--- src/rtl/hazard_ctrl_pkg.sv ---
// Purpose: shared pipeline encodings (Tuse, Tnew, ID forward selects) and the register match rule.
// Latency: n/a (types, constants and a pure function only).
// Backpressure: n/a.
package hazard_ctrl_pkg;

    typedef logic [4:0] reg_idx_t;
    typedef logic [1:0] tuse_t;
    typedef logic [1:0] tnew_t;
    typedef logic [1:0] fwd_sel_t;

    // Cycles until the ID instruction consumes an operand.
    localparam tuse_t TUSE_ID   = 2'd0;
    localparam tuse_t TUSE_EX   = 2'd1;
    localparam tuse_t TUSE_NONE = 2'd3;

    // Cycles until a producer's result exists.
    localparam tnew_t TNEW_NOW = 2'd0;
    localparam tnew_t TNEW_ONE = 2'd1;
    localparam tnew_t TNEW_TWO = 2'd2;

    // ID-stage operand source.
    localparam fwd_sel_t FWD_RF  = 2'd0;
    localparam fwd_sel_t FWD_WB  = 2'd1;
    localparam fwd_sel_t FWD_MEM = 2'd2;

    // A stage supplies src only if it really writes a non-$0 register equal to src.
    function automatic logic reg_match(input logic we, input reg_idx_t rd, input reg_idx_t src);
        return we && (rd != 5'd0) && (rd == src);
    endfunction

endpackage

--- src/rtl/hazard_ctrl_md_busy_timer.sv ---
// Purpose: mult/div occupancy countdown; reports the unit busy while an op is issuing or in flight.
// Latency: md_busy follows md_start combinationally; the countdown part appears one edge after issue.
// Backpressure: none; an issue while the counter is running is ignored (upstream stall prevents it).
// Ports: clk, rst_n (async active-low), md_start/md_div (issue in EX, div select), md_busy (out).
module md_busy_timer #(
    parameter int MULT_CYCLES = 5,
    parameter int DIV_CYCLES  = 10
) (
    input  logic clk,
    input  logic rst_n,
    input  logic md_start,
    input  logic md_div,
    output logic md_busy
);

    localparam int MAX_CYCLES = (DIV_CYCLES > MULT_CYCLES) ? DIV_CYCLES : MULT_CYCLES;
    localparam int CW         = $clog2(MAX_CYCLES + 1);

    logic [CW-1:0] count_q;

    always_ff @(posedge clk or negedge rst_n) begin
        if (!rst_n) begin
            count_q <= '0;
        end else if (md_start && (count_q == '0)) begin
            count_q <= md_div ? CW'(DIV_CYCLES) : CW'(MULT_CYCLES);
        end else if (count_q != '0) begin
            count_q <= count_q - CW'(1);
        end
    end

    assign md_busy = md_start | (count_q != '0);

endmodule

--- src/rtl/hazard_ctrl.sv ---
// Purpose: pipeline stall/flush/forward controller using Tuse/Tnew plus mult/div busy tracking.
// Latency: stall, flush_ID_EX, fwd_* are 0-cycle combinational; stall_cnt updates on the edge.
// Backpressure: stall freezes PC/IF_ID and flush_ID_EX bubbles ID_EX in the same cycle.
// Ports: ID sources + Tuse, EX/MEM/WB destinations + write enables + Tnew, mult/div issue;
//        outputs stall, flush_ID_EX, md_busy, fwd_rs_ID/fwd_rt_ID, stall_cnt (saturating).
module hazard_ctrl
    import hazard_ctrl_pkg::*;
#(
    parameter int MULT_CYCLES = 5,
    parameter int DIV_CYCLES  = 10,
    parameter int CNT_W       = 16
) (
    input  logic             clk,
    input  logic             rst_n,
    input  logic [4:0]       rs_IF_ID,
    input  logic [4:0]       rt_IF_ID,
    input  logic [1:0]       tuse_rs_ID,
    input  logic [1:0]       tuse_rt_ID,
    input  logic             md_use_ID,
    input  logic [4:0]       rd_ID_EX,
    input  logic             we_ID_EX,
    input  logic [1:0]       tnew_ID_EX,
    input  logic [4:0]       rd_EX_MEM,
    input  logic             we_EX_MEM,
    input  logic [1:0]       tnew_EX_MEM,
    input  logic [4:0]       rd_MEM_WB,
    input  logic             we_MEM_WB,
    input  logic             md_start_ID_EX,
    input  logic             md_div_ID_EX,
    output logic             stall,
    output logic             flush_ID_EX,
    output logic             md_busy,
    output logic [1:0]       fwd_rs_ID,
    output logic [1:0]       fwd_rt_ID,
    output logic [CNT_W-1:0] stall_cnt
);

    logic rs_stall;
    logic rt_stall;
    logic md_stall;

    md_busy_timer #(
        .MULT_CYCLES (MULT_CYCLES),
        .DIV_CYCLES  (DIV_CYCLES)
    ) u_md_busy_timer (
        .clk      (clk),
        .rst_n    (rst_n),
        .md_start (md_start_ID_EX),
        .md_div   (md_div_ID_EX),
        .md_busy  (md_busy)
    );

    // A source stalls when a matching producer's result arrives later than the consumer needs it.
    function automatic logic src_stall(input reg_idx_t src, input tuse_t tuse,
                                       input reg_idx_t rd_ex, input logic we_ex, input tnew_t tnew_ex,
                                       input reg_idx_t rd_mem, input logic we_mem, input tnew_t tnew_mem);
        logic hit_ex;
        logic hit_mem;
        hit_ex  = reg_match(we_ex, rd_ex, src) && (tnew_ex > tuse);
        hit_mem = reg_match(we_mem, rd_mem, src) && (tnew_mem > tuse);
        return (tuse != TUSE_NONE) && (hit_ex || hit_mem);
    endfunction

    // The younger producer (MEM) takes priority over WB when both hold the register.
    function automatic fwd_sel_t src_fwd(input reg_idx_t src,
                                         input reg_idx_t rd_mem, input logic we_mem, input tnew_t tnew_mem,
                                         input reg_idx_t rd_wb, input logic we_wb);
        if (reg_match(we_mem, rd_mem, src) && (tnew_mem == TNEW_NOW)) begin
            return FWD_MEM;
        end else if (reg_match(we_wb, rd_wb, src)) begin
            return FWD_WB;
        end
        return FWD_RF;
    endfunction

    always_comb begin
        rs_stall  = src_stall(rs_IF_ID, tuse_rs_ID, rd_ID_EX, we_ID_EX, tnew_ID_EX,
                              rd_EX_MEM, we_EX_MEM, tnew_EX_MEM);
        rt_stall  = src_stall(rt_IF_ID, tuse_rt_ID, rd_ID_EX, we_ID_EX, tnew_ID_EX,
                              rd_EX_MEM, we_EX_MEM, tnew_EX_MEM);
        md_stall  = md_use_ID & md_busy;
        fwd_rs_ID = src_fwd(rs_IF_ID, rd_EX_MEM, we_EX_MEM, tnew_EX_MEM, rd_MEM_WB, we_MEM_WB);
        fwd_rt_ID = src_fwd(rt_IF_ID, rd_EX_MEM, we_EX_MEM, tnew_EX_MEM, rd_MEM_WB, we_MEM_WB);
    end

    assign stall       = rs_stall | rt_stall | md_stall;
    assign flush_ID_EX = stall;

    always_ff @(posedge clk or negedge rst_n) begin
        if (!rst_n) begin
            stall_cnt <= '0;
        end else if (stall && (stall_cnt != '1)) begin
            stall_cnt <= stall_cnt + CNT_W'(1);
        end
    end

endmodule

--- config.mk ---
export PLATFORM = sky130hd
export DESIGN_NAME = hazard_ctrl
export DESIGN_NICKNAME = d
export VERILOG_FILES = /design/src/rtl/hazard_ctrl_pkg.sv /design/src/rtl/hazard_ctrl_md_busy_timer.sv /design/src/rtl/hazard_ctrl.sv
export SDC_FILE = /design/constraint.sdc
export NUM_CORES = 1
export LEC_CHECK = 0
export ABC_AREA = 1
export CAP_MARGIN = 20
export CORE_MARGIN = 1.5
export CORE_UTILIZATION = 42
export DETAILED_ROUTE_END_ITERATION = 8
export PLACE_DENSITY = 0.82
export SLEW_MARGIN = 5
export SYNTH_ARGS = -nofsm -noshare
export SYNTH_HDL_FRONTEND = slang
export SYNTH_SLANG_ARGS = --single-unit
--- constraint.sdc ---
create_clock -name clk -period 1.6 [get_ports clk]
set_input_delay 0.16 -clock clk [delete_from_list [all_inputs] [get_ports clk]]
set_output_delay 0.16 -clock clk [all_outputs]
set_load 0.01 [all_outputs]
# Word level (Yosys, flattened, before mapping)
# Index checks and enable logic that the tools add are counted.
[word_totals]
register_bits = 20
latchBits = 0
mem_bits_rw = 0
rom_bits = 0
input_bits = 41
out_inout_bits = 23
wordCells = 62
n_memories = 0
[op_classes]
add_sub_neg = 2
multipliers = 0
n_div = 0
magnitude_cmp = 4
n_eq_ne = 9
shifts = 0
n_mux = 13
bitwise_logic = 4
reduce_logical = 28
[op_table]
columns = ["op", "count"]
rows = [
  ["5-bit equality test", 6],
  ["1-bit logical AND", 19],
  ["16-bit by 1-bit adder with 16-bit output (second input constant)", 1],
  ["16-bit inequality test (second input constant)", 1],
  ["5-bit nonzero test", 3],
  ["2-bit 2-to-1 mux", 6],
  ["4-bit 2-to-1 mux", 3],
  ["2-bit > comparator", 4],
  ["4-bit logical NOT", 1],
  ["1-bit 2-to-1 mux", 4],
  ["2-bit inequality test (second input constant)", 2],
  ["4-bit nonzero test", 1],
  ["4-bit by 1-bit subtractor with 4-bit output (second input constant)", 1],
  ["1-bit OR", 3],
  ["2-bit logical NOT", 1],
  ["1-bit logical OR", 2],
  ["2-bit nonzero test", 1],
  ["1-bit bitwise AND", 1],
]

# Depth between registers and ports, before layout
# Gate-level depths: netlist (run 1).
[logic_depth]
depth_word = 9
ltp_mapped = 15
ltp_nobuf = 14

# Modules after synthesis
# From an unflattened synthesis (run 1), not the netlist that was laid out.
[hier_totals]
cells_unflattened = 292
hier_area_um2 = 1970.6
[by_module_without_submodules]
columns = ["module", "n_inst", "cells_per_inst", "area_each_um2", "seq_area_each_um2"]
rows = [
  ["hazard_ctrl", 1, 258, 1702.9, 400.4],
  ["md_busy_timer", 1, 34, 267.8, 100.1],
]

# Worst setup path before layout (run 1)
# Ideal clock, no wire load.
[synth_path]
path_kind = "register to register"
from = "register stall_cnt[0]"
to = "register stall_cnt[10]"
arrival_ns = 1.564
required_time_ns = 1.484
setup_slack_ns = -0.080
path_stages_with_launch = 10
n_path_buf = 1
synth_period_minus_slack_ns = 1.680
path_cell_list = "dfrtp_1 > ha_1 > nand2_1 > nor2_4 > nand3_4 > nor2_4 > nand3_4 > buf_2 > nand3_1 > nand2_2"
[synth_via]
elab_chain_cells = 2
elab_cells_between_ends = 3
cone_classes = "add/sub: 1; eq/ne: 1; reduce/logical: 1"
[synth_lines]
columns = ["item", "line_no", "rtl"]
rows = [
  ["from (decl)", "hazard_ctrl.sv:35", "output logic [CNT_W-1:0] stall_cnt"],
  ["from (signal assigned)", "hazard_ctrl.sv:93", "stall_cnt <= stall_cnt + CNT_W'(1);"],
  ["branches (longest 2 deep; another with 16-bit by 1-bit adder with 16-bit output)", "--", ""],
]
# Parallel ways; which one is timed is not known.
# A chain may end at the register's enable or synchronous reset.

# Worst setup path after layout (run 1)
[layout_path]
from = "register stall_cnt[0]"
to = "register stall_cnt[13]"
# The elaborated chain is that of the path after synthesis.

==> out/metrics.cfg, run 1 <==
[floorplanning]
rows = 25
die_area_um2 = 5380
fp.coreArea_um2 = 4750
ios = 64
die_x_um = 73.4
die_y_um = 73.4
initial_utilization_pct = 43.7

[timing]
hold_viol = 0
post-route-period-util_pct = 105
tightest_slew_ns = 0.426
slew_headroom_pct = 71.5
whs_ns = 0.241
setup_viol = 18
period_minus_slack_ns = 1.69
rsz0062_at_grt = yes
tns_ns = -0.845
slew_viol_final = 0
finClkSkew_ns = 0.00543
setup_ws_ns = -0.0878
timing.fmax_ghz = 0.592

[synthesis]
synth_area_per_cell_um2 = 6.73
syn-num-nets = 361
synth_area_um2 = 2080
synth_seq_cells = 20
synth.distinct_cells = 31
yosysWarnings = 0
synth_seq_area_share_pct = 24.1
synthCells = 309

[cts]
clkLatencyLatePin_ns = 0.26
cts-root-buf = clkbuf_8
clockBufferDepth = 2
cts_htree_levels = 1
clkSinkCount = 20
cts_tree = yes
cts-buffers-inserted = 3
clk_pin_slew_worst_paths_ns = 0.08

[outcome]
outcome = complete, but fails checks
violations = negative setup slack

[grt]
grt_usage_pct = 22.4
overflow = 0
first_global_vias = 2267
grt_antenna_before_repair = 0
grt_max_degree = 21
grt_pass1_wl_um = 9560

[detailed_routing]
wl_per_cell_um = 13.5
initialDrtViolationCount = 93
dr_wl_met3_um = 297
top_layer = met4
drtPass1Iterations = 4
ant_nets = 0
viasPerCell = 4.93
vias = 2377
drc = 0
met1_length_um = 2600
wl_met2_um = 3350
drt_wl_total_um = 6500

[placement]
hpwl_um = 4430
place_congestion = 0.901
portBuffers = 63
dp_slack_ns = -0.803

[power]
irDropWorstVdd_mv = 0.454
cellLeakagePower_nw = 1.68
fin_total_pwr_mw = 2.64
powerDensity_nw_per_um2 = 781

[run]
maxCapViolations = 0

[setup_path]
arrival_ns = 1.89
crit_type = flip-flop to flip-flop
crit_path_end_kind = flip-flop
crit_chain = buf_4, nand3_1, nor3_2, nand4_1, xnor2_1, nand3_2, nand2_1
worst_path_max_delay_cell = nor3_2
cp_top_family = simple AND/OR/NAND/NOR gates
cp.required_ns = 1.80
max_stage_delay_ns = 0.39
start_kind = flip-flop
worstPathMaxFanout = 3
critical_path_buf_inv_count = 1

[layout]
fin_nets = 468
antenna_cells = 0
layout_common_cells = 82 x nand2_1, 38 x buf_4, 34 x inv_1, 23 x clkdlybuf4s50_1
drive_gt1_share_pct = 35.2
final_common_cell = nand2_1
areaGrowthSynthToFinish_pct = 62.6

[worst_hold_path]
hold_path_class = primary input to async pin

[state kept, by name, indices dropped and copies added (netlist names)]
register / flops
u_md_busy_timer.count_q: 4
stall_cnt: 16
[worst register-to-register path, delay by kind of cell (launching register included)]
kind | cells | cell delay, ns
flip-flops | 1 | 0.38
AND/OR/NAND/NOR | 5 | 0.90
XOR/XNOR | 1 | 0.21
buffers and inverters | 1 | 0.13
[worst paths after layout]
check	from	end	slack, ns	depth (start not counted)
max	stall_cnt[0]$_DFFE_PN0P_	stall_cnt[13]$_DFFE_PN0P_	-0.09	7
min	rst_n	u_md_busy_timer.count_q[0]$_DFFE_PN0P_	0.24	2
max reg2reg	stall_cnt[0]$_DFFE_PN0P_	stall_cnt[13]$_DFFE_PN0P_	-0.09	7
min reg2reg	stall_cnt[11]$_DFFE_PN0P_	stall_cnt[11]$_DFFE_PN0P_	0.55	2
max in group asynchronous	rst_n	stall_cnt[0]$_DFFE_PN0P_	1.13	2
min in group clk	tuse_rs_ID[1]	stall_cnt[6]$_DFFE_PN0P_	0.54	7
[kinds of logic after synthesis]
kind of cell / after synthesis / share of synthesized area, %
adder cells (fa/ha/maj): 11 / 6.62
XOR/XNOR: 31 / 13.1
AND/OR/NAND/NOR: 176 / 40.7
buffers and inverters: 55 / 11.3
flip-flops: 20 / 24.1
AO/OA/AOI/OAI: 16 / 4.21
[stage by stage]
stage               instances  util (%)  area (um2)
floorplan                 309         -        2100
global placement          463      62.5        2970
detailed placement        463      62.5        2970
CTS                       476      67.1        3190
global route              482      71.1        3380
finish                    482      71.1        3380
[power by group]
part	switching, mW	internal [mW]
sequential	0.105	0.620
combinational	0.755	0.770
clock	0.173	0.219
[final cells by class]
type | instances | area, um2
fillers | 359 | 1370
flip-flops and latches | 20 | 502
repair buffers | 106 | 926
inverters | 51 | 196
clock buffers | 4 | 55.1
well taps | 67 | 83.8
multi-input cells | 234 | 1620
[layer usage]
metal	up-vias	global-route usage, %
met5	-	0
met4	0	10.1
met3	23	2.47
met2	95	43.4
met1	1080	24.0
li1	1179	-
[synth_stat cells]
master    count  area, um2
nand2_4       1       11.3
nand3_4       3       52.6
buf_12        1       20.0
o211ai_1      1       7.51
nand4_1       3       18.8
o21ai_0       7       35.0
nand2_1      86        323
buf_4         1       7.51
ha_1         11        138
xnor2_1      13        114
nand3_2       1       10.0
xor2_1       18        158
nor3_1        7       35.0
nand3_1      34        170
o21bai_1      2       15.0
buf_2         1       5.00
a21oi_1       5       25.0
inv_2         4       15.0
or2_2         1       6.26
nor2_4        2       22.5
buf_6         1       11.3
nand2_2      13       81.3
nand2b_1      1       6.26
nor3_2        2       20.0
nor2_1       19       71.3
o21ai_1       1       5.00
inv_1        47        176
nor2_2        1       6.26
dfrtp_1      20        500
nor4_1        1       6.26
or2_0         1       6.26
[what timing repair did]
item	in CTS	in global routing
hold buffers	0	0
setup endpoints to repair	23	25
gates resized for setup	81	67
setup buffers	9	5
pin swaps	17	37
cloned	0	1
Note: power is estimated with default switching activity, not from simulation.
==> run 2: changes to the inputs <==
--- a/config.mk
+++ b/config.mk
@@ -11,7 +11,7 @@
 export CORE_UTILIZATION = 42
 export DETAILED_ROUTE_END_ITERATION = 8
 export PLACE_DENSITY = 0.82
-export SLEW_MARGIN = 5
+export SLEW_MARGIN = 20
 export SYNTH_ARGS = -nofsm -noshare
 export SYNTH_HDL_FRONTEND = slang
 export SYNTH_SLANG_ARGS = --single-unit
==> results of run 2 <==
Same layout as run 1: the final DEF is identical, and so are final timing and power.
